### config.mk
export PLATFORM = sky130hd
export DESIGN_NAME = vme_bus_env_mealy
export DESIGN_NICKNAME = d
export VERILOG_FILES = /design/src/rtl/vme_bus_env_mealy.sv
export SDC_FILE = /design/constraint.sdc
export NUM_CORES = 1
export LEC_CHECK = 0
export CAP_MARGIN = 20
export CORE_MARGIN = 3
export CORE_UTILIZATION = 39
export CTS_BUF_LIST = sky130_fd_sc_hd__clkbuf_4 sky130_fd_sc_hd__clkbuf_8 sky130_fd_sc_hd__clkbuf_16
export CTS_CLUSTER_DIAMETER = 60
export CTS_CLUSTER_SIZE = 30
export DETAILED_ROUTE_END_ITERATION = 10
export SETUP_SLACK_MARGIN = 0.05
export SYNTH_ARGS = -nofsm -noshare
export SYNTH_HDL_FRONTEND = slang
export SYNTH_SLANG_ARGS = --single-unit
### constraint.sdc
create_clock -name clk -period 2.8 [get_ports clk]
set_input_delay 0.84 -clock clk [delete_from_list [all_inputs] [get_ports clk]]
set_output_delay 0.84 -clock clk [all_outputs]
set_load 0.01 [all_outputs]
### src/rtl/vme_bus_env_mealy.sv
// Closed-loop Mealy environment for the event-encoded VME bus controller:
// a bus-master requester plus a device that answers lds with ldtack.
module vme_bus_env_mealy #(
  parameter int unsigned LDTACK_DLY = 2,
  parameter int unsigned TIMEOUT    = 64,
  parameter int unsigned CNT_W      = 16
) (
  input  logic             clk,
  input  logic             reset,
  input  logic             req_valid,
  input  logic             req_write,
  output logic             req_ready,
  output logic             done,
  output logic             err,
  output logic [CNT_W-1:0] rd_count,
  output logic [CNT_W-1:0] wr_count,
  output logic             dsr_PLUS,
  output logic             dsr_MINUS,
  output logic             dsw_PLUS,
  output logic             dsw_MINUS,
  output logic             ldtack_PLUS,
  output logic             ldtack_PLUSa,
  output logic             ldtack_MINUS,
  output logic             d_MINUSa,
  input  logic             d_PLUS,
  input  logic             d_PLUSa,
  input  logic             d_MINUS,
  input  logic             lds_PLUS,
  input  logic             lds_MINUS,
  input  logic             lds_MINUSa,
  input  logic             dtack_PLUS,
  input  logic             dtack_PLUSa,
  input  logic             dtack_MINUS
);
  localparam int unsigned TW = $clog2(TIMEOUT + 1);
  localparam int unsigned DW = $clog2(LDTACK_DLY + 1);

  typedef enum logic [1:0] {M_IDLE, M_WAIT_ACK, M_WAIT_REL} mstate_e;
  typedef enum logic [1:0] {D_LDS_LO, D_DLY_UP, D_LDS_HI, D_DLY_DN} dstate_e;

  mstate_e          mstate_q, mstate_d;
  dstate_e          dstate_q, dstate_d;
  logic             wr_q, wr_d;
  logic             seen_dat_q, seen_dat_d;
  logic [TW-1:0]    tcnt_q, tcnt_d;
  logic [DW-1:0]    dcnt_q, dcnt_d;
  logic [CNT_W-1:0] rd_cnt_q, rd_cnt_d, wr_cnt_q, wr_cnt_d;
  logic             dsr_p_q, dsr_p_d, dsr_m_q, dsr_m_d;
  logic             dsw_p_q, dsw_p_d, dsw_m_q, dsw_m_d;
  logic             ldt_p_q, ldt_p_d, ldt_pa_q, ldt_pa_d, ldt_m_q, ldt_m_d;
  logic             dmina_q, dmina_d;
  logic             done_c, err_c;
  logic             dtk_up, lds_dn;

  assign dtk_up    = dtack_PLUS | dtack_PLUSa;
  assign lds_dn    = lds_MINUS | lds_MINUSa;
  assign req_ready = (mstate_q == M_IDLE) && (dstate_q == D_LDS_LO);

  always_comb begin
    mstate_d   = mstate_q;
    dstate_d   = dstate_q;
    wr_d       = wr_q;
    seen_dat_d = seen_dat_q;
    tcnt_d     = tcnt_q + 1'b1;
    dcnt_d     = dcnt_q;
    rd_cnt_d   = rd_cnt_q;
    wr_cnt_d   = wr_cnt_q;
    dsr_p_d    = 1'b0;
    dsr_m_d    = 1'b0;
    dsw_p_d    = 1'b0;
    dsw_m_d    = 1'b0;
    ldt_p_d    = 1'b0;
    ldt_pa_d   = 1'b0;
    ldt_m_d    = 1'b0;
    dmina_d    = d_MINUS & wr_q & (mstate_q != M_IDLE);
    done_c     = 1'b0;
    err_c      = 1'b0;

    unique case (mstate_q)
      M_IDLE: begin
        tcnt_d = '0;
        if (dtk_up | dtack_MINUS) err_c = 1'b1;
        if (req_valid && req_ready) begin
          wr_d       = req_write;
          seen_dat_d = 1'b0;
          dsw_p_d    = req_write;
          dsr_p_d    = ~req_write;
          mstate_d   = M_WAIT_ACK;
        end
      end
      M_WAIT_ACK: begin
        // d_PLUS arriving together with dtack_PLUS still qualifies the read
        seen_dat_d = seen_dat_q | d_PLUS | d_PLUSa;
        if (dtack_MINUS) err_c = 1'b1;
        if (tcnt_q == TW'(TIMEOUT)) begin
          err_c    = 1'b1;
          mstate_d = M_IDLE;
          tcnt_d   = '0;
        end else if (dtk_up) begin
          if (!wr_q && !seen_dat_d) begin
            err_c = 1'b1;
          end else begin
            dsw_m_d  = wr_q;
            dsr_m_d  = ~wr_q;
            mstate_d = M_WAIT_REL;
            tcnt_d   = '0;
          end
        end
      end
      M_WAIT_REL: begin
        if (tcnt_q == TW'(TIMEOUT)) begin
          err_c    = 1'b1;
          mstate_d = M_IDLE;
          tcnt_d   = '0;
        end else if (dtack_MINUS) begin
          done_c   = 1'b1;
          mstate_d = M_IDLE;
          tcnt_d   = '0;
          if (wr_q) wr_cnt_d = wr_cnt_q + 1'b1;
          else      rd_cnt_d = rd_cnt_q + 1'b1;
        end
      end
      default: mstate_d = M_IDLE;
    endcase

    if (lds_PLUS && dstate_q != D_LDS_LO) err_c = 1'b1;
    if (lds_dn && dstate_q != D_LDS_HI)   err_c = 1'b1;

    // A one-cycle latency answers straight from the idle/high state.
    unique case (dstate_q)
      D_LDS_LO: if (lds_PLUS) begin
        if (LDTACK_DLY <= 1) begin
          ldt_p_d  = ~wr_q;
          ldt_pa_d = wr_q;
          dstate_d = D_LDS_HI;
        end else begin
          dcnt_d   = DW'(LDTACK_DLY - 1);
          dstate_d = D_DLY_UP;
        end
      end
      D_DLY_UP: begin
        if (dcnt_q == DW'(1)) begin
          ldt_p_d  = ~wr_q;
          ldt_pa_d = wr_q;
          dstate_d = D_LDS_HI;
        end else begin
          dcnt_d = dcnt_q - 1'b1;
        end
      end
      D_LDS_HI: if (lds_dn) begin
        if (LDTACK_DLY <= 1) begin
          ldt_m_d  = 1'b1;
          dstate_d = D_LDS_LO;
        end else begin
          dcnt_d   = DW'(LDTACK_DLY - 1);
          dstate_d = D_DLY_DN;
        end
      end
      D_DLY_DN: begin
        if (dcnt_q == DW'(1)) begin
          ldt_m_d  = 1'b1;
          dstate_d = D_LDS_LO;
        end else begin
          dcnt_d = dcnt_q - 1'b1;
        end
      end
    endcase
  end

  always_ff @(posedge clk or negedge reset) begin
    if (!reset) begin
      mstate_q   <= M_IDLE;
      dstate_q   <= D_LDS_LO;
      wr_q       <= 1'b0;
      seen_dat_q <= 1'b0;
      tcnt_q     <= '0;
      dcnt_q     <= '0;
      rd_cnt_q   <= '0;
      wr_cnt_q   <= '0;
      dsr_p_q    <= 1'b0;
      dsr_m_q    <= 1'b0;
      dsw_p_q    <= 1'b0;
      dsw_m_q    <= 1'b0;
      ldt_p_q    <= 1'b0;
      ldt_pa_q   <= 1'b0;
      ldt_m_q    <= 1'b0;
      dmina_q    <= 1'b0;
    end else begin
      mstate_q   <= mstate_d;
      dstate_q   <= dstate_d;
      wr_q       <= wr_d;
      seen_dat_q <= seen_dat_d;
      tcnt_q     <= tcnt_d;
      dcnt_q     <= dcnt_d;
      rd_cnt_q   <= rd_cnt_d;
      wr_cnt_q   <= wr_cnt_d;
      dsr_p_q    <= dsr_p_d;
      dsr_m_q    <= dsr_m_d;
      dsw_p_q    <= dsw_p_d;
      dsw_m_q    <= dsw_m_d;
      ldt_p_q    <= ldt_p_d;
      ldt_pa_q   <= ldt_pa_d;
      ldt_m_q    <= ldt_m_d;
      dmina_q    <= dmina_d;
    end
  end

  assign done         = done_c & reset;
  assign err          = err_c & reset;
  assign rd_count     = rd_cnt_q;
  assign wr_count     = wr_cnt_q;
  assign dsr_PLUS     = dsr_p_q;
  assign dsr_MINUS    = dsr_m_q;
  assign dsw_PLUS     = dsw_p_q;
  assign dsw_MINUS    = dsw_m_q;
  assign ldtack_PLUS  = ldt_p_q;
  assign ldtack_PLUSa = ldt_pa_q;
  assign ldtack_MINUS = ldt_m_q;
  assign d_MINUSa     = dmina_q;
endmodule

---- After elaboration in Yosys (flattened, before gate mapping) ----
Cells that the tools add are included.
cells by class
  add/subtract/negate cells ............... 4
  $mul .................................... 0
  div/mod/pow operators ................... 0
  order comparisons ....................... 0
  eq/ne operators ......................... 17
  shift-type cells ........................ 0
  multiplexer cells ....................... 52
  bitwise logic cells ..................... 12
  reductions and logical operators ........ 20
operator list
  operator                                             number
  2-to-1 mux 7 bit                                     5
  adder 16 x 1 -> 16 bit, second input constant        2
  2-to-1 mux 1 bit                                     29
  2-to-1 mux 2 bit                                     12
  case mux 7 bit (3 select lines)                      1
  AND reduction 4 bit                                  4
  != test 2 bit, second input constant                 6
  case mux 2 bit (3 select lines)                      2
  != test 3 bit, second input constant                 3
  case mux 2 bit (4 select lines)                      1
  adder 7 x 1 -> 7 bit, second input constant          1
  equality test 7 bit, second input constant           1
  equality test 2 x 1 -> 1 bit, second input constant  3
  equality test 2 bit, second input constant           3
  nonzero test 2 bit                                   3
  logical AND 1 bit                                    5
  OR 1 bit                                             5
  AND 1 bit                                            4
  logical NOT 2 bit                                    2
  AND reduction 2 bit                                  2
  NOT 1 bit                                            3
  case mux 1 bit (3 select lines)                      1
  AND reduction 3 bit                                  1
  logical NOT 1 bit                                    2
  other kinds (4)                                      4
word-level totals
  register bits after elaboration ......... 55
  latch bits .............................. 0
  memory bits (writable) .................. 0
  ROM bits ................................ 0
  bits of input ports ..................... 13
  output and inout bits ................... 43
  word-level logic and storage cells ...... 121
  memories ................................ 0

---- Depth between registers and ports, before layout ----
Gate-level depths: netlist of run 1.
  depth in word-level cells ............... 11
  depth in mapped cells ................... 8
  gate-level depth less buffers ........... 6

---- Worst setup path after synthesis of run 1 ----
No wires, ideal clock.
  kind .................................... input-to-output
  start ................................... in dtack_PLUSa
  end ..................................... out err
  arrival time ............................ 1639 ps
  required time ........................... 1960 ps
  slack ................................... 321 ps
  cell stages on the path ................. 4
  path buffers ............................ 0
  path through ............................ or2_2 -> nor3_1 -> nor3_1 -> o31a_1
between the ends
  cells in the longest elaborated chain, start to end .. 7
  elaborated cells between the ends (all ways) .. 9
  those cells by class .................... mux (6); bitwise (3)
RTL lines
  item                                          line    source
  start: declaration                            32      input logic dtack_PLUSa,
  OR 1 bit *                                    55      assign dtk_up = dtack_PLUS | dtack_PLUSa;
  2-to-1 mux 1 bit or OR 1 bit (tied branches)  99, 82
  2-to-1 mux 1 bit, on equally long branches    95, 82
  case mux 1 bit (3 select lines) *             79      unique case (mstate_q)
  2-to-1 mux 1 bit *                            126     if (lds_PLUS && dstate_q != D_LDS_LO) err_c = 1'b1;
  2-to-1 mux 1 bit *                            127     if (lds_dn && dstate_q != D_LDS_HI) err_c = 1'b1;
  AND 1 bit *                                   209     assign err = err_c & reset;
  end: declaration                              14      output logic err,
Mark *: on every way between the ends. The rest lies on a longest branch, timed or not.

---- Final worst setup path of run 1 ----
Same ends and word-level chain as after synthesis.

==> results of run 1 <==
-- registers in the layout, indices dropped and copies added, names as in the netlist, 2 cells and up --
| register | flops |
|---|---|
| rd_count | 16 |
| mstate_q | 2 |
| tcnt_q | 7 |
| dcnt_q | 2 |
| dstate_q | 2 |
| wr_count | 16 |
-- per-layer routing --
metal	part of all wire	routed length, µm	GRT usage
met1	0.47	2579	0.2026
met2	0.47	2561	0.2368
met3	0.046	251	0.03352
met4	0.014	76	0.04533
met5	0	0	0
-- Yosys cell counts, drive strengths merged (2+ instances only) --
master	instances
dfrtp	55
xnor2	28
nor2	20
nand3	15
and3	11
nand2	11
ha	10
nand4	10
inv	7
xor2	7
and2	6
a21oi	5
and4	4
buf	4
nor2b	4
nor3	4
nor4	4
o21ai	4
mux2	3
a211oi	2
a221oi	2
a22oi	2
clkbuf	2
nor3b	2
-- worst max-delay path: cells and delay by family --
family / cells / cell delay (ns)
buffers and inverters: 2 / 0.38
AOI/OAI and AO/OA: 3 / 0.47
and+or+nand+nor: 1 / 0.27
-- repair_timing --
item	in CTS	in global routing
cloned	0	0
endpoints found under the setup margin	3	3
hold endpoints to repair	0	0
setup buffers	1	2
pin swaps	8	5
resized for setup	18	7
-- power groups by stage --
stage / registers [mW] / clock network, mW / logic, mW
final: 1.05 / 0.405 / 0.747
after global routing: 1.07 / 0.459 / 0.832
after CTS: 1.04 / 0.427 / 0.752
after detailed placement: 1.05 / 0 / 0.745
after global placement: 1.05 / 0 / 0.736
after floorplan: 1.04 / 0 / 0.419
-- final timing paths --
path | start | to | slack (ns) | depth (start not counted)
max | dtack_PLUSa | err | -0.006 | 6
min | reset | wr_count[9] | 0.35 | 1
max reg2reg | tcnt_q[1] | tcnt_q[5] | 0.77 | 8
min reg2reg | wr_count[15] | wr_count[15] | 0.47 | 1
max in group asynchronous | reset | dsr_MINUS | 1.87 | 2
min in group clk | wr_count[15] | wr_count[15] | 0.47 | 1
-- logic make-up (layout without fill, tap and decap cells) --
| group | after synthesis | in the layout | share of synthesized area |
|---|---|---|---|
| compound gates | 23 | 23 | 0.07512 |
| xor+xnor | 35 | 35 | 0.1150 |
| fa+ha+maj | 10 | 10 | 0.04695 |
| buf+inv | 13 | 92 | 0.02348 |
| flops | 55 | 55 | 0.5164 |
| mux | 4 | 4 | 0.01643 |
| simple gates | 97 | 97 | 0.2066 |
-- placed cells by master, fill, tap and decap left out, types with 9 or more instances in the layout --
master and n:
sky130_fd_sc_hd__nand4_1 10, sky130_fd_sc_hd__nor2_1 19, sky130_fd_sc_hd__and3_1 11, sky130_fd_sc_hd__ha_1 9, sky130_fd_sc_hd__clkdlybuf4s50_1 47, sky130_fd_sc_hd__xnor2_1 28, sky130_fd_sc_hd__buf_4 23, sky130_fd_sc_hd__nand2_1 10
sky130_fd_sc_hd__nand3_1 15, sky130_fd_sc_hd__dfrtp_1 55
-- area by class of cell --
type | count | area (µm²)
clock buffers | 6 | 76.32
well taps | 77 | 96.34
repair buffers | 79 | 716.9
flip-flops and latches | 55 | 1376
multi-input cells | 169 | 1284
fillers | 563 | 2919
inverters | 7 | 26.28
==> metrics.json, run 1 <==
{
  "clock_network": {
    "worstSkewPairLatency_ns": 0.30,
    "cts_max_path_buffers": 2,
    "clock_tree.htree_level_count": 2,
    "clock_root_cell": "sky130_fd_sc_hd__clkbuf_8",
    "cts_buffers": 5,
    "clock-sinks": 55,
    "tritoncts": "yes",
    "clk_pin_slew_ns": 0.08,
    "cts.hold.buffers_added": 0
  },
  "sta": {
    "tightest_slew_ns": 0.5388,
    "timing_hold_violations_final": 0,
    "top_achievable_clock_speed_ghz": 0.3563,
    "setup-violations-final": 1,
    "fin_crit_sh": 1.002,
    "finalMaxSlewViolations": 0,
    "timing.hold.ws_ns": 0.3503,
    "finClkSkew_ns": 0.002672,
    "setup_ws_ns": -0.006416,
    "timing.max_slew.rel_slack": 0.6408,
    "rsz0062_at_grt": "true",
    "timing.setup.tns_ns": -0.006416,
    "finalWorstPathRequiredPeriod_ns": 2.806
  },
  "logic_synthesis": {
    "ys_dominant_reg_cell": "sky130_fd_sc_hd__dfrtp_1",
    "synth-edff-count": 0,
    "ys_types": 46,
    "synth_seq_cells": 55,
    "synth_top_cell_by_area": "sky130_fd_sc_hd__dfrtp_1",
    "synth.area.top_cells": "sky130_fd_sc_hd__dfrtp_1, sky130_fd_sc_hd__xnor2_1, sky130_fd_sc_hd__ha_1",
    "mappedNetlistArea_mm2": 0.002665,
    "synth.yosys.seq_area_share": 0.5164,
    "syn_nets": 260,
    "number_of_cells_produced_by_synthesis": 237,
    "ys_async_rst_share": 1.000,
    "synth.top_cell.area_share": 0.5164,
    "synthesis.area_per_instance_um2": 11.24,
    "yosys_warnings": 0
  },
  "placed_design": {
    "area_post_placement_mm2": 0.003435,
    "placedCellCount": 384,
    "post-place-ws_ns": -0.6161,
    "port-buffer-count": 55,
    "detailedPlacementHpwl_um": 4092,
    "gp_congestion": 0.8508
  },
  "grt": {
    "grt_first_pass_wirelength_um": 9190,
    "antenna_found_initial": 0,
    "overflow": 0,
    "grt_use_total": 0.1488,
    "grt_max_degree": 29,
    "first_global_vias": 1955
  },
  "power_and_ir_drop": {
    "vdd_drop_max_mv": 0.4301,
    "share_clk_of_total_power": 0.184,
    "combinationalPowerShare": 0.339,
    "total_power_per_unit_cell_area_mw_per_mm2": 615.1,
    "pwr-share-seq": 0.476,
    "switching_share": 0.3292,
    "internal_power_mw": 1.476,
    "design_power_total_mw": 2.200,
    "switching_power_mw": 0.7241,
    "total_leakage_power_nw": 1.596
  },
  "final_layout": {
    "design_area_mm2": 0.003576,
    "final_net_count": 340,
    "finish.cell_count_without_fillers": 393,
    "drive_above_1_share": 0.1709,
    "syn_to_final_growth_pct": 34.18,
    "antennaDiodeCount": 0,
    "layout.core_utilization": 0.5506
  },
  "critical_path": {
    "crit_type": "in -> out",
    "critical_path.startpoint_type": "input pin",
    "setup.worst_path.end_class": "output pin",
    "crit_arrival_ns": 1.97,
    "worstPathRequired_ns": 1.96,
    "max_stage_delay_ns": 0.29,
    "worstPathMaxFanout": 3,
    "worst_path_max_delay_cell": "sky130_fd_sc_hd__o31a_1",
    "series_of_cell_instances_along_the_critical_path": "dlygate4sd2_1, or2_4, o21ai_1, a21oi_2, o31a_1, buf_2"
  },
  "detailed_routing": {
    "drt_first_pass_iters": 6,
    "initialDrtViolationCount": 76,
    "detail_route.wl_per_cell_um": 13.92,
    "ant_nets": 0,
    "drc": 0,
    "vias_per_cell": 5.117,
    "routed-via-count": 2011,
    "drt_wirelength_um": 5469
  },
  "run_status": {
    "status": "finished, violations left",
    "violations": "negative setup slack"
  },
  "floorplan": {
    "die_area_mm2": 0.007861,
    "floorplan.die.width_um": 88.67,
    "placement_rows": 29,
    "initial_utilization": 0.4103,
    "boundaryPins": 56,
    "fp.dieH_um": 88.67,
    "core_mm2": 0.006495
  },
  "job": {
    "maxCapViolCount": 0
  },
  "min_path": {
    "min-delay-path-class": "in -> async"
  }
}
Note: power is estimated with default switching activity, not from simulation.
==> run 2, diff against run 1 <==
CTS_CLUSTER_DIAMETER = 40   (was 60)
==> results of run 2 <==
The final DEF is identical to that of run 1; final timing and power are the same.
==> run 3, diff against run 2 <==
SLEW_MARGIN = 10   (was unset)
==> results of run 3 <==
The final DEF is identical to that of run 1; final timing and power are the same.
==> RTL change 1: new RTL, config.mk and constraints of run 1 <==
Set the parameter `LDTACK_DLY` to 8 (it was 2).
--- a/src/rtl/vme_bus_env_mealy.sv
+++ b/src/rtl/vme_bus_env_mealy.sv
@@ -2,5 +2,5 @@
 // a bus-master requester plus a device that answers lds with ldtack.
 module vme_bus_env_mealy #(
-  parameter int unsigned LDTACK_DLY = 2,
+  parameter int unsigned LDTACK_DLY = 8,
   parameter int unsigned TIMEOUT    = 64,
   parameter int unsigned CNT_W      = 16
Behaviour: not the same (Yosys sat finds a counterexample within 4 cycles, from zero or initial values and one cycle with reset low).
==> RTL change 1 against run 1 <==
Sequential cell count is 2 higher; worst setup slack better by 0.064 ns; die area is 6.7% higher; sequential share of layout area is 2.2 points lower; synthesized cell count increased by 8.0%; synthesized area rose by 7.2%; utilization increased by 1.6 points; power up 20%; routed wire length grew 13%; design area is 10% higher; critical path type unchanged; highest routed layer unchanged.
==> RTL change 1: results (changes against run 1) <==
Clock network
  – Worst-path clk slew: 0.06 ns (was 0.08 ns)
  – Worst-Skew Late Latency: 0.33 ns (was 0.30 ns)
  – Setup Fix Bufs, Post-CTS: 8 (was 1)
  – Post_cts resized: 27 (was 18)
  – H-Tree Depth: 3 (was 2)
  – Total CTS buffers: 9 (was 5)

Worst setup path
  – Reg2reg setup slack: 0.89 ns (was 0.77 ns)
  – Worst-path fanout max: 2 (was 3)
  – Crit path max-delay cell type: o311a_1 (was o31a_1)
  – Reg-to-reg startpoint: tcnt_q[0] (was tcnt_q[1])
  – Reg2reg end: rd_count[13] (was tcnt_q[5])
  – Arrival time of the worst setup path: 1.90 ns (was 1.97 ns)

Layout
  – Bufs w/o clock: 86 (was 79)
  – Sequential share of cell area: 36.3% (was 38.5%)
  – Layout Cells excl Fill: 447 (was 393)
  – Final Core Density: 56.6% (was 55.1%)
  – Clock buffer count: 13 (was 6)
  – Clock buf/inv share: 4.39% (was 2.13%)
  – Multi-input gates: 183 (was 169)
  – Fraction of layout cells with a size suffix above 1: 20.5% (was 17.1%)
  – Final Net Count: 373 (was 340)
  – Final non-clock buffer share: 19.5% (was 20.0%)
  – Fillers: 625 (was 563)
  – Multi-input logic area: 1400 um^2 (was 1280 um^2)

Placed design
  – Dpl cells: 425 (was 384)
  – Pre-CTS WS: -0.694 ns (was -0.616 ns)
  – Hpwl dp: 4.54 mm (was 4.09 mm)
  – Cell area after placement: 3660 um^2 (was 3430 um^2)
  – Routability cong.: 0.776 (was 0.851)

Synthesis
  – Sequential area share after synthesis: 49.9% (was 51.6%)
  – Post-Syn Instances: 256 (was 237)
  – Largest cells by area after synthesis: dfrtp_1 50%, xnor2_1 8.0%, ha_1 4.8%, nand4_1 3.1%, nand3_1 3.0% (was dfrtp_1 52%, xnor2_1 9.2%, ha_1 4.7%, nand3_1 2.8%, nor2_1 2.7%)
  – Syn nets: 280 (was 260)
  – Yosys reg bits: 57 (was 55)

STA
  – Worst Tran Pin Value: 0.408 ns (was 0.539 ns)
  – Clock Skews: 0.00640 ns (was 0.00267 ns)
  – Fin crit share: 98.0% (was 100%)
  – Fin Hold WS: 0.471 ns (was 0.350 ns)

Global routing
  – First-pass GRT wire length: 10.6 mm (was 9.19 mm)
  – GR Util met3: 4.31% (was 3.35%)
  – GR met1 Demand/Resource: 21.4% (was 20.3%)
  – Number of global-route vias before repair: 2,251 (was 1,955)
  – Largest net degree at the start of global routing: 24 (was 29)
  – GR Util met2: 24.2% (was 23.7%)

Detailed routing
  – Drt first pass iters: 4 (was 6)
  – Drt total wl: 6.19 mm (was 5.47 mm)
  – Via/cell ratio: 4.94 (was 5.12)
  – Routed length on met3: 287 um (was 251 um)
  – Met1 Wirelength: 3.05 mm (was 2.58 mm)
  – First DRT Iteration DRCs: 85 (was 76)

Run status
  – Run status: completed (was complete, but fails checks)

Floorplanning
  – Cell Rows: 30 (was 29)

Min path
  – Path type of the worst min-delay path: reg2reg (was in2async)

Power
  – Cell leakage power: 1.79 nW (was 1.60 nW)
-- RTL change 1: changes by cell type after synthesis, moves of 2 or more --
cell	delta
inv_1	+5
nand4_1	+4
a21o_1	+3
nand2_1	+3
a21oi_1	-2
a221oi_4	+2
buf_2	-2
dfrtp_1	+2
nand3_1	+2
nor2_1	+2
xnor2_1	-2
xor2_1	+2
-- RTL change 1: cell families (layout without fill, tap and decap cells) --
logic type,after synthesis,in the layout,synth area share (%)
AOI/OAI and AO/OA,26,26,9.42
xor gates and xnor gates,35,35,10.7
buffers and inverters,16,111,2.76
adders and majority gates,11,11,4.82
DFF,57,57,49.9
muxes,3,3,1.14
and+or+nand+nor,108,108,21.2
-- RTL change 1: power by group through the flow --
stage          Combinational [mW]  Sequential, mW  Clock (mW)
3_3_place_gp                0.836            1.08           0
2_1_floorplan               0.516            1.08           0
4_1_cts                     0.883            1.07       0.704
3_5_place_dp                0.846            1.08           0
6_report                    0.883            1.08       0.679
5_1_grt                     0.996            1.10       0.731
==> RTL change 2: new RTL, flow settings as in run 1 <==
Without the edit above. The 4 states of `dstate_e` get a one-hot encoding in 4 bits.
--- a/src/rtl/vme_bus_env_mealy.sv
+++ b/src/rtl/vme_bus_env_mealy.sv
@@ -37,5 +37,5 @@
 
   typedef enum logic [1:0] {M_IDLE, M_WAIT_ACK, M_WAIT_REL} mstate_e;
-  typedef enum logic [1:0] {D_LDS_LO, D_DLY_UP, D_LDS_HI, D_DLY_DN} dstate_e;
+  typedef enum logic [3:0] {D_LDS_LO = 4'b0001, D_DLY_UP = 4'b0010, D_LDS_HI = 4'b0100, D_DLY_DN = 4'b1000} dstate_e;
 
   mstate_e          mstate_q, mstate_d;
Check against the original RTL: no difference found for any inputs over 4 cycles, from zero or initial values and one cycle with reset low; so few cycles prove little.
==> RTL change 2 against run 1 <==
The run still ends with setup timing left; synthesized cell count increased by 5.5%; largest cell class unchanged; via count increased by 5.2%; power decreased by 0.91%; worst setup slack got worse by 0.057 ns; non-clock buffer count increased by 9; clock power increased by 89%; design area increased by 7.0%; synthesized area increased by 2.6%; first-iteration DRC count decreased by 5.3%; routed wire length increased by 6.1%; sequential cell count increased by 2; count of clock-buffer cells in the layout increased by 4.
==> RTL change 2: results (changes against run 1) <==
Run status
  – Run status: complete, but fails checks (unchanged)
  – Failing checks: setup timing (unchanged)

Worst setup path
  – Arrival time of the worst setup path: 2.02 ns (was 1.97 ns)

Global routing
  – First-pass GRT wire length: 9.87 mm (was 9.19 mm)
  – GR Util met3: 5.43% (was 3.35%)
  – GRT Util Overall: 15.1% (was 14.9%)
  – Number of global-route vias before repair: 2,049 (was 1,955)
  – GR met1 Demand/Resource: 20.0% (was 20.3%)
  – Largest net degree at the start of global routing: 57 (was 29)

Detailed routing
  – Via/cell ratio: 4.82 (was 5.12)
  – Drt first pass iters: 4 (was 6)
  – First DRT Iteration DRCs: 72 (was 76)
  – Drt total wl: 5.81 mm (was 5.47 mm)

Placed design
  – Pre-CTS WS: -0.895 ns (was -0.616 ns)
  – Dpl cells: 421 (was 384)
  – Hpwl dp: 4.23 mm (was 4.09 mm)
  – Cell area after placement: 3600 um^2 (was 3430 um^2)
  – Routability cong.: 0.813 (was 0.851)

STA
  – Final worst setup slack: -0.0636 ns (was -0.00642 ns)
  – Clock Skews: 0.0131 ns (was 0.00267 ns)
  – Final setup fails: 1 (unchanged)
  – Slew HR: 53.1% (was 64.1%)
  – Setup TNS: -0.0636 ns (was -0.00642 ns)

Power
  – Cell leakage power: 1.77 nW (was 1.60 nW)
  – VDD IR-drop max: 0.405 mV (was 0.430 mV)

Synthesis
  – Syn avg cell area: 10.9 um^2 (was 11.2 um^2)
  – Syn nets: 268 (was 260)
  – Commonest cells post-synth: 56 x dfrtp_1, 27 x xnor2_1, 23 x nor2_1, 15 x nand2_1, 13 x nand3_1 (was 55 x dfrtp_1, 28 x xnor2_1, 19 x nor2_1, 15 x nand3_1, 11 x and3_1)
  – Synth unique cells: 48 (was 46)
  – Largest cells by area after synthesis: dfrtp_1 51%, xnor2_1 8.6%, xor2_1 3.2%, nor2_1 3.2%, nand3_1 2.4% (was dfrtp_1 52%, xnor2_1 9.2%, ha_1 4.7%, nand3_1 2.8%, nor2_1 2.7%)

Layout
  – Final Net Count: 359 (was 340)

Min path
  – Path type of the worst min-delay path: reg2reg (was in2async)

Clock network
  – Total CTS buffers: 9 (was 5)
  – Worst-Skew Late Latency: 0.33 ns (was 0.30 ns)
RTL change 2: changes by cell type in the layout (fill, tap and decap cells not counted), moves of 3 or more:
cell	delta
and2_1	-3
xor2_1	+3
ha_1	-5
clkbuf_8	+5
buf_4	+10
nor3_1	+6
nor2_1	+4
dlygate4sd2_1	-5
a211oi_2	+4
nand2_1	+5
nand4_1	-4
RTL change 2: timing repair:
action | 4_1_cts | 5_1_grt
pin swaps | 6 | 1
cloned | 0 | 0
gates resized for setup | 22 | 2
setup buffers | 1 | 1
setup endpoints to repair | 2 | 3
RTL change 2: cells by family (layout without fill, tap and decap cells):
family | after synthesis | count (layout) | share of synthesized area, %
simple gates | 107 | 107 | 22.8
xor+xnor | 37 | 37 | 11.9
buf+inv | 16 | 112 | 2.33
mux | 3 | 3 | 1.33
fa+ha+maj | 5 | 5 | 2.29
compound gates | 25 | 25 | 7.19
flops | 57 | 57 | 52.2
RTL change 2: per-layer routing:
metal,vias up,routed length (um)
li1,1067,-
met1,993,2810
met2,51,2660
met3,5,288
met4,0,53
met5,-,0
RTL change 2: area by class of cell:
class | instances | area [um^2]
fillers | 571 | 2740
flip-flops and latches | 57 | 1430
multi-input cells | 177 | 1260
repair buffers | 88 | 782
clock buffers | 10 | 138
well taps | 93 | 116
clock inverters | 6 | 67.6
inverters | 8 | 30.0
RTL change 2: worst max-delay path, stage by stage:
cell and delay (ns):
clkdlybuf4s50_1 0.50, nor2_1 0.07, o21bai_1 0.13, o311ai_1 0.11, buf_4 0.15, o311ai_2 0.06, buf_2 0.17
RTL change 2: path summary, 6_finish.rpt:
check                               end  slack (ns)          from
hold reg to reg            wr_count[15]        0.47  wr_count[15]
setup reg to reg            wr_count[1]        0.84     tcnt_q[1]
min in group asynchronous    seen_dat_q        0.49         reset
hold / removal             wr_count[15]        0.47  wr_count[15]
max in group asynchronous     tcnt_q[6]        1.56         reset
setup / recovery                    err       -0.06    lds_MINUSa
RTL change 2: power breakdown:
part / total, mW / internal [mW] / switching, mW
clock: 0.767 / 0.436 / 0.332
combinational: 0.457 / 0.248 / 0.209
sequential: 0.956 / 0.884 / 0.0717
